## src/rtl/mmio_pkg.sv

```systemverilog
// Shared constants for the subleq MMIO unit: offsets of the register block below
// the top of the address space, and the bit positions of the status word.
package mmio_pkg;

    localparam int HALT_OFS = 0;
    localparam int OUT_OFS  = 1;
    localparam int IN_OFS   = 2;
    localparam int STAT_OFS = 3;

    localparam int STAT_IN_NEMPTY = 0;
    localparam int STAT_OUT_NFULL = 1;
    localparam int STAT_IN_EOF    = 2;

endpackage

```

## src/rtl/sync_fifo.sv

```systemverilog
// Single-clock FIFO. Full/empty come from the registered count only, so a push
// into a full FIFO is dropped even if the same cycle pops.
module sync_fifo #(
    parameter int WIDTH = 16,
    parameter int DEPTH = 4
) (
    input  logic             clk,
    input  logic             rst_n,
    input  logic             push_i,
    input  logic [WIDTH-1:0] data_i,
    input  logic             pop_i,
    output logic [WIDTH-1:0] head_o,
    output logic             full_o,
    output logic             empty_o
);
    localparam int AW = $clog2(DEPTH);
    localparam int CW = AW + 1;

    logic [WIDTH-1:0] mem_q [DEPTH];
    logic [AW-1:0]    wr_ptr_q, rd_ptr_q;
    logic [CW-1:0]    count_q, count_d;
    logic             do_push, do_pop;

    assign full_o  = (count_q == CW'(DEPTH));
    assign empty_o = (count_q == '0);
    assign do_push = push_i & ~full_o;
    assign do_pop  = pop_i & ~empty_o;
    assign head_o  = mem_q[rd_ptr_q];

    always_comb begin
        count_d = count_q;
        case ({do_push, do_pop})
            2'b10:   count_d = count_q + CW'(1);
            2'b01:   count_d = count_q - CW'(1);
            default: count_d = count_q;
        endcase
    end

    always_ff @(posedge clk or negedge rst_n) begin
        if (!rst_n) begin
            wr_ptr_q <= '0;
            rd_ptr_q <= '0;
            count_q  <= '0;
        end else begin
            count_q <= count_d;
            if (do_push) wr_ptr_q <= wr_ptr_q + AW'(1);
            if (do_pop)  rd_ptr_q <= rd_ptr_q + AW'(1);
        end
    end

    // Storage needs no reset: the count alone decides what is valid.
    always_ff @(posedge clk) begin
        if (do_push) mem_q[wr_ptr_q] <= data_i;
    end

endmodule

```

## src/rtl/mmio_stream.sv

```systemverilog
// Buffered MMIO unit for the subleq core: halt/output/input(/status) registers at the
// top of memory, backed by stream FIFOs. Define MMIO_STATUS_EN to map the status word.
module mmio_stream
    import mmio_pkg::*;
#(
    parameter int WORD_SIZE = 16,
    parameter int IN_DEPTH  = 4,
    parameter int OUT_DEPTH = 4
) (
    input  logic                 clk,
    input  logic                 rst_n,
    input  logic                 req,
    input  logic                 load,
    input  logic [WORD_SIZE-1:0] addr,
    input  logic [WORD_SIZE-1:0] data_out,
    output logic [WORD_SIZE-1:0] data_in,
    output logic                 stall,
    output logic                 halt,
    input  logic [WORD_SIZE-1:0] mem_out,
    output logic [WORD_SIZE-1:0] mem_in,
    output logic                 mem_we,
    output logic [WORD_SIZE-1:0] addr_out,
    input  logic                 in_valid,
    output logic                 in_ready,
    input  logic [WORD_SIZE-1:0] in_data,
    input  logic                 in_eof,
    output logic                 out_valid,
    input  logic                 out_ready,
    output logic [WORD_SIZE-1:0] out_data
);
    localparam logic [WORD_SIZE-1:0] TOP = '1;

    logic                 halt_q, halt_d;
    logic                 is_halt, is_out, is_in, is_stat, is_io;
    logic                 acc, in_rd, in_pop, in_push, out_wr, out_push, out_pop;
    logic                 in_full, in_empty, out_full, out_empty;
    logic [WORD_SIZE-1:0] in_head;

    assign is_halt = (addr == TOP - WORD_SIZE'(HALT_OFS));
    assign is_out  = (addr == TOP - WORD_SIZE'(OUT_OFS));
    assign is_in   = (addr == TOP - WORD_SIZE'(IN_OFS));
`ifdef MMIO_STATUS_EN
    assign is_stat = (addr == TOP - WORD_SIZE'(STAT_OFS));
`else
    assign is_stat = 1'b0;
`endif
    assign is_io = is_halt | is_out | is_in | is_stat;

    // Once halted the core is frozen out: no access has any side effect.
    assign acc      = req & ~halt_q;
    assign in_rd    = acc & load & is_in;
    assign in_pop   = in_rd & ~in_empty;
    assign out_wr   = acc & ~load & is_out;
    assign out_push = out_wr & ~out_full;
    assign in_push  = in_valid & in_ready;
    assign out_pop  = out_valid & out_ready;

    assign stall    = (in_rd & in_empty & ~in_eof) | (out_wr & out_full);
    assign halt_d   = halt_q | (acc & is_halt) | (in_rd & in_empty & in_eof);
    assign halt     = halt_q;

    assign mem_we   = acc & ~load & ~is_io;
    assign mem_in   = is_io ? '0 : data_out;
    assign addr_out = addr;

    assign in_ready  = ~in_full & rst_n;
    assign out_valid = ~out_empty;

    always_comb begin
        data_in = '0;
        if (!is_io)     data_in = mem_out;
        else if (in_pop) data_in = in_head;
`ifdef MMIO_STATUS_EN
        else if (acc && load && is_stat) begin
            data_in[STAT_IN_NEMPTY] = ~in_empty;
            data_in[STAT_OUT_NFULL] = ~out_full;
            data_in[STAT_IN_EOF]    = in_eof;
        end
`endif
    end

    always_ff @(posedge clk or negedge rst_n) begin
        if (!rst_n) halt_q <= 1'b0;
        else        halt_q <= halt_d;
    end

    sync_fifo #(.WIDTH(WORD_SIZE), .DEPTH(IN_DEPTH)) u_in_fifo (
        .clk     (clk),
        .rst_n   (rst_n),
        .push_i  (in_push),
        .data_i  (in_data),
        .pop_i   (in_pop),
        .head_o  (in_head),
        .full_o  (in_full),
        .empty_o (in_empty)
    );

    sync_fifo #(.WIDTH(WORD_SIZE), .DEPTH(OUT_DEPTH)) u_out_fifo (
        .clk     (clk),
        .rst_n   (rst_n),
        .push_i  (out_push),
        .data_i  (data_out),
        .pop_i   (out_pop),
        .head_o  (out_data),
        .full_o  (out_full),
        .empty_o (out_empty)
    );

endmodule

```

## config.mk

```make
export PLATFORM = sky130hd
export DESIGN_NAME = mmio_stream
export DESIGN_NICKNAME = d
export VERILOG_FILES = /design/src/rtl/mmio_pkg.sv /design/src/rtl/sync_fifo.sv /design/src/rtl/mmio_stream.sv
export SDC_FILE = /design/constraint.sdc
export NUM_CORES = 1
export LEC_CHECK = 0
export ABC_AREA = 0
export CORE_MARGIN = 2
export CORE_UTILIZATION = 38
export CTS_BUF_LIST = sky130_fd_sc_hd__clkbuf_4
export DETAILED_ROUTE_END_ITERATION = 12
export GPL_ROUTABILITY_DRIVEN = 0
export SETUP_SLACK_MARGIN = 0.02
export SLEW_MARGIN = 5
export SYNTH_ARGS = -nofsm -noshare
export SYNTH_HDL_FRONTEND = slang
export SYNTH_HIERARCHICAL = 1
export SYNTH_SLANG_ARGS = --single-unit
```

## constraint.sdc

```tcl
create_clock -name clk -period 2.69 [get_ports clk]
set_clock_uncertainty 0.05 [all_clocks]
set_input_delay 0.807 -clock clk [delete_from_list [all_inputs] [get_ports clk]]
set_output_delay 0.807 -clock clk [all_outputs]
set_load 0.03 [all_outputs]
```

==> results of run 1 <==
[how the worst max path moves through the flow]
stage,end,cells after the start
3_3_place_gp,data_in[15],6
5_1_grt,data_in[9],5
2_1_floorplan,mem_in[10],5
4_1_cts,data_in[5],5
3_5_place_dp,data_in[15],6
6_report,data_in[9],5
[metrics by stage]
step,instance area [sq um],setup slack (ps),cells,setup TNS [ps],utilization [%]
after detailed placement,8160,-672,714,-42150,49.7
after global placement,8160,-654,714,-42620,49.7
final,9120,-379,772,-8620,55.6
after CTS,8890,-481,764,-12300,54.2
after global routing,9120,-507,772,-13120,55.6
after floorplan,6350,-88.2,340,-897,-
[timing repair]
item / 4_1_cts / 5_1_grt
pin swaps: 9 / 6
setup endpoints to repair: 54 / 51
cloned: 2 / 0
resized for setup: 261 / 49
setup buffers: 19 / 10
[synthesized netlist by cell type (8+ instances only)]
cell type and number:
and3_1 16, buf_4 17, dfrtp_1 15, edfxtp_1 128, ha_1 10, inv_1 14
mux2_4 14, mux4_1 8, mux4_2 24, nor2b_1 19
[registers in the layout, summed over array words and instances (netlist names)]
signal	cells
u_in_fifo/count_q	3
u_out_fifo/mem_q	64
u_out_fifo/count_q	3
halt	1
u_out_fifo/rd_ptr_q	2
u_in_fifo/wr_ptr_q	2
u_in_fifo/mem_q	64
u_in_fifo/rd_ptr_q	2
u_out_fifo/wr_ptr_q	2
[cell type report]
type | instances | area, sq um
fillers | 1324 | 7290
repair buffers | 211 | 2260
well taps | 220 | 275
clock inverters | 12 | 183
flip-flops and latches | 143 | 4220
inverters | 14 | 52.6
clock buffers | 19 | 143
diodes | 1 | 2.50
multi-input cells | 152 | 1980
[kinds of logic (layout without fill, tap and decap cells)]
family | after synthesis | after routing | synth area share [%]
AO/OA/AOI/OAI | 6 | 6 | 0.771
XOR/XNOR | 12 | 12 | 1.66
adder cells (fa/ha/maj) | 12 | 12 | 2.61
buffers and inverters | 45 | 256 | 4.67
flip-flops | 143 | 143 | 66.7
multiplexers | 52 | 52 | 16.2
other | 0 | 1 | 0
AND/OR/NAND/NOR | 70 | 70 | 7.40
[metal layers]
layer | up-vias | share of wire, % | GRT usage, % | wire, um
met5 | - | 0 | 0 | 0
met4 | 0 | 0.75 | 4.30 | 101
li1 | 1710 | - | - | -
met3 | 7 | 5.8 | 4.48 | 781
met1 | 1859 | 40 | 19.9 | 5450
met2 | 112 | 53 | 28.4 | 7130
[power groups by stage]
stage	Sequential, mW	Clock (mW)	Combinational [mW]
floorplan	2.73	0	1.15
CTS	2.72	1.56	2.08
detailed placement	2.77	0	1.84
global placement	2.76	0	1.81
global route	2.74	1.66	2.35
finish	2.72	1.51	2.19
==> run_results.csv, run 1 <==
group,metric,value,unit
sta,rsz0062_at_grt,"true",
run_status,violations,"setup timing",
setup_path,startpoint,"u_in_fifo/rd_ptr_q[0]",
logic_synthesis,synthCells,340,
clock_network,cts_buffer_depth,2,
global_route,grt.total_usage,16.2,%
clock_network,numCtsBuffers,17,
cells_and_area,fin_nets,622,
global_route,grt_max_degree,18,
floorplanning,coreArea,16400,sq um
drt,via_count,3688,
clock_network,clkLatencyLatePin,510,ps
setup_path,slowest_stage,"mux4_2",
logic_synthesis,ys_types,42,
drt,ant_nets,0,
setup_path,critPathLaunchType,"flip-flop",
pwr,sw_frac_of_total,29.2,%
setup_path,worstPathRequired,1830,ps
pwr,power.switching,1.87,mW
sta,hold-worst-slack,430,ps
hold_path,hold_path_class,"flip-flop to flip-flop",
global_route,grt_pass1_wl,21.5,mm
sta,fin_crit_sh,114,%
sta,hold_viol,0,
pwr,power_frac_seq,42.4,%
clock_network,cts_tree,"built",
logic_synthesis,synthFlopType,"edfxtp_1",
sta,period_needed,3070,ps
pwr,clkPwrFrac,23.5,%
setup_path,rrSetupSlack,180,ps
logic_synthesis,ys_seq_area_share,66.7,%
clock_network,clock-sinks,143,
floorplanning,rows,47,
logic_synthesis,synth-edff-count,128,
pwr,max-vdd-ir-drop,408,uV
cells_and_area,mostFrequentLayoutCells,"128 x edfxtp_1, 68 x buf_6, 57 x buf_4",
setup_path,critPathCaptureType,"primary output",
run_status,run_status,"finished, violations left",
drt,drt_iter0_markers,193,
drt,drc,0,
logic_synthesis,synth_nets,423,
sta,tightest_slew,314,ps
drt,drt-wirelength-per-cell,17.4,um
place,portBuffers,139,
sta,maxSlewViolCount,0,
sta,fmax,326,MHz
sta,setup_viol,44,
setup_path,rr_startpoint,"u_in_fifo/count_q[0]",
pwr,p_leak,3.47,nW
setup_path,crit_family,"multiplexers",
sta,final.setup.worst_slack,-379,ps
global_route,grt-ovfl-total,0,
global_route,grt_pass1_vias,3999,
clock_network,clockRootBuffer,"clkbuf_4",
pwr,power.total,6.41,mW
place,dpl.hpwl,8.63,mm
setup_path,worstReg2RegEnd,"u_in_fifo/count_q[2]",
hold_path,worstHoldStart,"u_out_fifo/rd_ptr_q[1]",
logic_synthesis,synth_area,6330,sq um
floorplanning,pin_count,140,
floorplanning,die_h,133,um
logic_synthesis,synth.area.top_cells,"edfxtp_1 61%, mux4_2 8.5%, dfrtp_1 5.9%",
drt,drt-vias-per-instance,4.78,
floorplanning,initial_core_util,38.6,%
floorplanning,dieArea,17700,sq um
cells_and_area,drive_gt1_share,51.7,%
global_route,antenna_found_initial,1,
cells_and_area,final_common_cell,"edfxtp_1",
setup_path,reg2reg_depth,13,
hold_path,hold_depth,1,
run,max-cap-violations,0,
logic_synthesis,yosysTopAreaCellShare,60.7,%
drt,drtPass1Iterations,4,
logic_synthesis,syn_area_per_cell,18.6,sq um
cells_and_area,syn_to_final_growth,44.1,%
logic_synthesis,synth_seq_cells,143,
setup_path,cpPeakStageDelay,500,ps
clock_network,clk_pin_slew,110,ps
logic_synthesis,synth_async_sr_flop_share,10.5,%
drt,drt-total-wl,13.5,mm
setup_path,crit_type,"flip-flop to primary output",
clock_network,h-tree-depth,4,
floorplanning,die_x,133,um
setup_path,crit_buf_inv,2,
setup_path,cp_max_fo,7,
pwr,p_int,4.54,mW
logic_synthesis,yosys.area.top_type,"edfxtp_1",
sta,slew_headroom,79.0,%
setup_path,path_cells,"clkbuf_16 -> mux4_2 -> and3_4 -> mux2_4 -> buf_6",
clock_network,ctsHoldBuffers,0,
setup_path,arrival,2210,ps
pwr,power_density,703,nW/um^2
pwr,combPwrFrac,34.1,%
hold_path,hold_path_end,"u_out_fifo/rd_ptr_q[1]",
logic_synthesis,yosysWarnings,6,
(Power assumes the default switching activity.)
==> run 2, diff against run 1 <==
--- a/config.mk
+++ b/config.mk
@@ -6,11 +6,12 @@
 export NUM_CORES = 1
 export LEC_CHECK = 0
 export ABC_AREA = 0
-export CORE_MARGIN = 2
-export CORE_UTILIZATION = 38
+export CORE_MARGIN = 3
+export CORE_UTILIZATION = 40
 export CTS_BUF_LIST = sky130_fd_sc_hd__clkbuf_4
 export DETAILED_ROUTE_END_ITERATION = 12
 export GPL_ROUTABILITY_DRIVEN = 0
+export PLACE_DENSITY = 0.66
 export SETUP_SLACK_MARGIN = 0.02
 export SLEW_MARGIN = 5
 export SYNTH_ARGS = -nofsm -noshare
==> run 2 against run 1 <==
Effect of this change: the flow still finishes with violations (setup timing); core utilization grew 3.2 points; fmax down 1.6%; clock-buffer cell count down 1; global-route usage fell by 0.42 points; non-clock buffer count fell by 4; via count is 0.65% higher; worst setup slack got worse by 50 ps; total power is 3.9% lower; die area decreased by 1.9%; wire length grew 2.2%; worst hold slack improved by 53 ps; clock power fell by 16%.
==> run_results.csv, run 2 (same netlist as run 1, synthesis figures left out) <==
group,metric,value,unit
run_status,run_status,"finished, violations left",
run_status,violations,"setup timing",
setup_path,reg2reg_depth,12,
drt,drt_iter0_markers,183,
setup_path,crit_family,"multiplexers",
setup_path,rrSetupSlack,220,ps
run,max-cap-violations,0,
sta,maxSlewViolCount,0,
setup_path,startpoint,"u_in_fifo/rd_ptr_q[0]",
sta,setup_viol,45,
cells_and_area,final_cells,759,
drt,drt-wirelength-per-cell,18.1,um
pwr,power.total,6.17,mW
setup_path,path_cells,"buf_6 -> clkbuf_16 -> mux4_2 -> and3_4 -> mux2_4 -> buf_6",
sta,rsz0062_at_grt,"true",
drt,via_count,3712,
setup_path,crit_top_cell,"buf_6",
global_route,grt-ovfl-total,0,
sta,fin_crit_sh,116,%
floorplanning,initial_core_util,41.3,%
sta,period_needed,3120,ps
cells_and_area,syn_to_final_growth,42.2,%
setup_path,rr_startpoint,"u_in_fifo/count_q[0]",
global_route,grt_pass1_wl,21.2,mm
pwr,power_density,685,nW/um^2
sta,hold_viol,0,
hold_path,hold_path_class,"flip-flop to flip-flop",
setup_path,cpPeakStageDelay,500,ps
drt,ant_nets,0,
clock_network,cts_buffer_depth,2,
drt,drt-total-wl,13.8,mm
global_route,antenna_found_initial,0,
place,portBuffers,139,
setup_path,crit_type,"flip-flop to primary output",
hold_path,hold_path_end,"u_in_fifo/count_q[0]",
floorplanning,die_h,132,um
setup_path,critPathLaunchType,"flip-flop",
floorplanning,die_x,132,um
setup_path,critPathCaptureType,"primary output",
drt,drc,0,
setup_path,worstReg2RegEnd,"u_in_fifo/count_q[2]",
sta,slew_headroom,75.8,%
setup_path,crit_buf_inv,3,
floorplanning,rows,45,
setup_path,arrival,2260,ps
cells_and_area,drive_gt1_share,50.5,%
clock_network,clockRootBuffer,"clkbuf_4",
sta,final.setup.worst_slack,-429,ps
cells_and_area,num_antenna_cells,0,
clock_network,clock-sinks,143,
cells_and_area,largest_registers,"u_in_fifo/mem_q: 64 flops, u_out_fifo/mem_q: 64 flops",
drt,drtPass1Iterations,4,
global_route,grt_pass1_vias,3999,
place,dpl.hpwl,8.65,mm
cells_and_area,final_common_cell,"edfxtp_1",
setup_path,worstPathRequired,1830,ps
floorplanning,coreArea,15300,sq um
pwr,max-vdd-ir-drop,301,uV
pwr,p_leak,3.47,nW
floorplanning,dieArea,17400,sq um
cells_and_area,mostFrequentLayoutCells,"128 x edfxtp_1, 63 x buf_6, 57 x buf_4",
setup_path,slowest_stage,"mux4_2",
clock_network,numCtsBuffers,17,
clock_network,h-tree-depth,4,
setup_path,cp_max_fo,4,
sta,tightest_slew,362,ps
hold_path,hold_depth,1,
clock_network,cts_tree,"built",
place,placed_cells_incl_taps,699,
clock_network,clkLatencyLatePin,510,ps
global_route,grt_max_degree,18,
cells_and_area,fin_nets,618,
hold_path,worstHoldStart,"u_in_fifo/count_q[0]",
floorplanning,pin_count,140,
sta,fmax,321,MHz
global_route,grt.total_usage,15.8,%
drt,drt-vias-per-instance,4.89,
clock_network,clk_pin_slew,140,ps
[run 2: power breakdown]
part / total [mW] / internal [mW] / switching (mW) / leakage (nW)
sequential: 2.79 / 2.62 / 0.172 / 1.33
combinational: 2.10 / 1.14 / 0.960 / 2.00
clock: 1.27 / 0.485 / 0.788 / 0.143
total: 6.17 / 4.25 / 1.92 / 3.47
[run 2: layout make-up]
type                            count  area, sq um
Clock buffer                       18          135
Clock inverter                     14          134
Fill cell                        1183         6320
Inverter                           14         52.6
Multi-Input combinational cell    152         1960
Sequential cell                   143         4230
Tap cell                          211          264
Timing Repair Buffer              207         2220
[run 2: routing by layer]
layer,global-route usage [%],wire [um]
met1,19.2,5550
met2,27.6,7410
met3,4.85,725
met4,4.26,78
met5,0,0
[run 2: timing repair]
item,CTS,global route
gates resized for setup,245,53
endpoints found under the setup margin,52,53
cloned,4,1
buffers inserted,20,10
pin swaps,7,4
hold buffers,0,0
[run 2: metrics by stage]
step	setup TNS, ps	setup WS [ps]	cell area (sq um)	utilization [%]	hold WS [ps]
finish	-8820	-429	9000	58.7	483
CTS	-12290	-470	8780	57.3	481
global placement	-42060	-619	8090	52.8	443
global route	-12870	-549	9000	58.7	505
floorplan	-897	-88.2	6350	-	426
detailed placement	-42540	-634	8090	52.8	455
[run 2: how the worst max path moves through the flow]
stage / end / slack (ps) / cells after the start
after floorplan: mem_in[10] / -90 / 5
after global placement: data_in[15] / -620 / 6
after detailed placement: data_in[15] / -630 / 6
after CTS: data_in[13] / -470 / 6
after global routing: data_in[7] / -550 / 6
final: data_in[15] / -430 / 6
==> run 3, diff against run 2 <==
--- a/config.mk
+++ b/config.mk
@@ -6,9 +6,9 @@
 export NUM_CORES = 1
 export LEC_CHECK = 0
 export ABC_AREA = 0
-export CORE_MARGIN = 3
 export CORE_UTILIZATION = 40
 export CTS_BUF_LIST = sky130_fd_sc_hd__clkbuf_4
+export CTS_CLUSTER_SIZE = 28
 export DETAILED_ROUTE_END_ITERATION = 12
 export GPL_ROUTABILITY_DRIVEN = 0
 export PLACE_DENSITY = 0.66
==> run 3 against run 2 <==
Effect of this change: the flow still finishes with violations (setup timing); worst setup slack improved by 37 ps; core utilization down 1.5 points; register-to-register slack got worse by 70 ps; combinational power down 2%; wire length down 4.4%; fmax is 1.2% higher; total power grew 2.0%; critical path depth down 1; final cell count is 1.1% lower; via count down 2.0%; largest power group unchanged; sequential share of layout area rose by 1.3 points.
==> run_results.csv, run 3 (same netlist as run 1, synthesis figures left out) <==
group,metric,value,unit
run_status,run_status,"finished, violations left",
run_status,violations,"setup timing",
sta,hold_viol,0,
pwr,clkPwrFrac,23.0,%
floorplanning,pin_count,140,
drt,drt-wirelength-per-cell,17.5,um
clock_network,clkLatencyLatePin,520,ps
setup_path,arrival,2220,ps
drt,drt_iter0_markers,230,
clock_network,numCtsBuffers,17,
pwr,p_int,4.38,mW
pwr,max-vdd-ir-drop,394,uV
sta,period_needed,3080,ps
clock_network,h-tree-depth,4,
hold_path,hold_path_class,"flip-flop to flip-flop",
drt,drt-total-wl,13.2,mm
sta,fin_crit_sh,115,%
pwr,combPwrFrac,32.8,%
drt,via_count,3636,
setup_path,rr_startpoint,"u_in_fifo/count_q[0]",
setup_path,critPathCaptureType,"primary output",
global_route,top_usage_layer,"met2",
setup_path,startpoint,"u_in_fifo/rd_ptr_q[0]",
sta,tightest_slew,315,ps
global_route,grt-ovfl-total,0,
cells_and_area,fin_area,8760,sq um
setup_path,rrSetupSlack,150,ps
pwr,p_leak,3.29,nW
setup_path,crit_end,"data_in[3]",
setup_path,worstReg2RegEnd,"u_in_fifo/count_q[2]",
pwr,power.switching,1.91,mW
place,dpl_cell_area,8110,sq um
floorplanning,rows,45,
cells_and_area,mostFrequentLayoutCells,"128 x edfxtp_1, 61 x buf_4, 53 x clkdlybuf4s50_1",
drt,ant_nets,0,
cells_and_area,drive_gt1_share,48.7,%
setup_path,reg2reg_depth,13,
clock_network,cts_buffer_depth,2,
sta,final.setup.worst_slack,-392,ps
global_route,grt_pass1_wl,20.2,mm
place,portBuffers,139,
sta,rsz0062_at_grt,"true",
setup_path,critPathLaunchType,"flip-flop",
sta,tns,-9690,ps
run,max-cap-violations,0,
setup_path,cp_max_fo,6,
pwr,sw_frac_of_total,30.4,%
global_route,grtUsageMet1,19.9,%
floorplanning,initial_core_util,41.3,%
global_route,grt_pass1_vias,3877,
cells_and_area,final_common_cell,"edfxtp_1",
clock_network,ctsHoldBuffers,0,
cells_and_area,largest_registers,"u_in_fifo/mem_q: 64 flops, u_out_fifo/mem_q: 64 flops",
setup_path,worstPathRequired,1830,ps
place,pre_cts_ws,-653,ps
drt,drt-vias-per-instance,4.84,
sta,slew_headroom,78.9,%
global_route,antenna_found_initial,0,
clock_network,cts_tree,"built",
floorplanning,dieArea,16300,sq um
place,dpl.hpwl,8.65,mm
drt,drc,0,
floorplanning,coreArea,15300,sq um
clock_network,clock-sinks,143,
sta,fmax,324,MHz
cells_and_area,syn_to_final_growth,38.5,%
pwr,power_density,718,nW/um^2
sta,setup_viol,48,
drt,drtPass1Iterations,4,
floorplanning,die_x,128,um
clock_network,clockRootBuffer,"clkbuf_4",
global_route,grt_use_met3,4.38,%
cells_and_area,utilization,57.2,%
global_route,grt.total_usage,16.9,%
global_route,grt_max_degree,18,
pwr,power.total,6.29,mW
pwr,power_frac_seq,44.2,%
floorplanning,die_h,128,um
cells_and_area,fin_nets,610,
global_route,gr-usage-met2,29.8,%
clock_network,clk_pin_slew,120,ps
cells_and_area,num_antenna_cells,0,
sta,maxSlewViolCount,0,
setup_path,crit_type,"flip-flop to primary output",
==> run 3: cell count changes in the layout (fill, tap and decap cells not counted), sizes merged <==
cell,previous run,this run
buf,150,141
bufinv,1,3
clkdlybuf4s50,52,53
clkinv,6,7
clkinvlp,3,2
dlymetal6s2s,1,0
inv,18,17
==> run 3: worst min path at each step <==
stage	cells after the start	slack [ps]	startpoint	to
after floorplan	1	430	u_out_fifo/count_q[2]	u_out_fifo/count_q[2]
after global placement	1	440	u_out_fifo/count_q[2]	u_out_fifo/count_q[2]
after detailed placement	1	460	u_in_fifo/count_q[2]	u_in_fifo/count_q[2]
after CTS	1	480	u_out_fifo/count_q[2]	u_out_fifo/count_q[2]
after global routing	1	520	u_in_fifo/count_q[2]	u_in_fifo/count_q[2]
final	1	490	u_in_fifo/count_q[2]	u_in_fifo/count_q[2]
==> run 3: through the flow <==
| stage | hold slack (ps) | instances |
|---|---|---|
| 4_1_cts | 476 | 751 |
| 3_5_place_dp | 456 | 700 |
| 2_1_floorplan | 426 | 340 |
| 6_report | 485 | 751 |
| 5_1_grt | 516 | 751 |
| 3_3_place_gp | 443 | 700 |
==> run 3: critical path, cell delays in order, from the launching register on <==
cell and delay [ps]:
dfrtp_2 450, buf_12 150, mux4_2 490, and3_4 170
mux2_4 290, buf_6 150
==> run 3: power groups by stage <==
stage	clock network [mW]	logic [mW]	registers (mW)
after floorplan	0	1.15	2.73
after global placement	0	1.74	2.81
after detailed placement	0	1.79	2.82
after CTS	1.49	2.09	2.77
after global routing	1.58	2.20	2.80
final	1.45	2.06	2.78
==> run 3: per-layer routing <==
| layer | vias up | routed length [um] |
|---|---|---|
| li1 | 1686 | - |
| met1 | 1810 | 5270 |
| met2 | 126 | 6990 |
| met3 | 14 | 700 |
| met4 | 0 | 203 |
| met5 | - | 0 |
==> run 3: what timing repair did <==
item / in CTS / in global routing
cloned: 2 / 1
resized for setup: 232 / 25
endpoints found under the setup margin: 53 / 51
buffers inserted: 19 / 4
pin swaps: 9 / 0
==> run 3: final cells by class <==
type | instances | area, sq um
clock inverters | 15 | 186
well taps | 211 | 264
clock buffers | 17 | 128
fillers | 1223 | 6550
repair buffers | 199 | 2010
multi-input cells | 152 | 1900
inverters | 14 | 52.6
flip-flops and latches | 143 | 4230
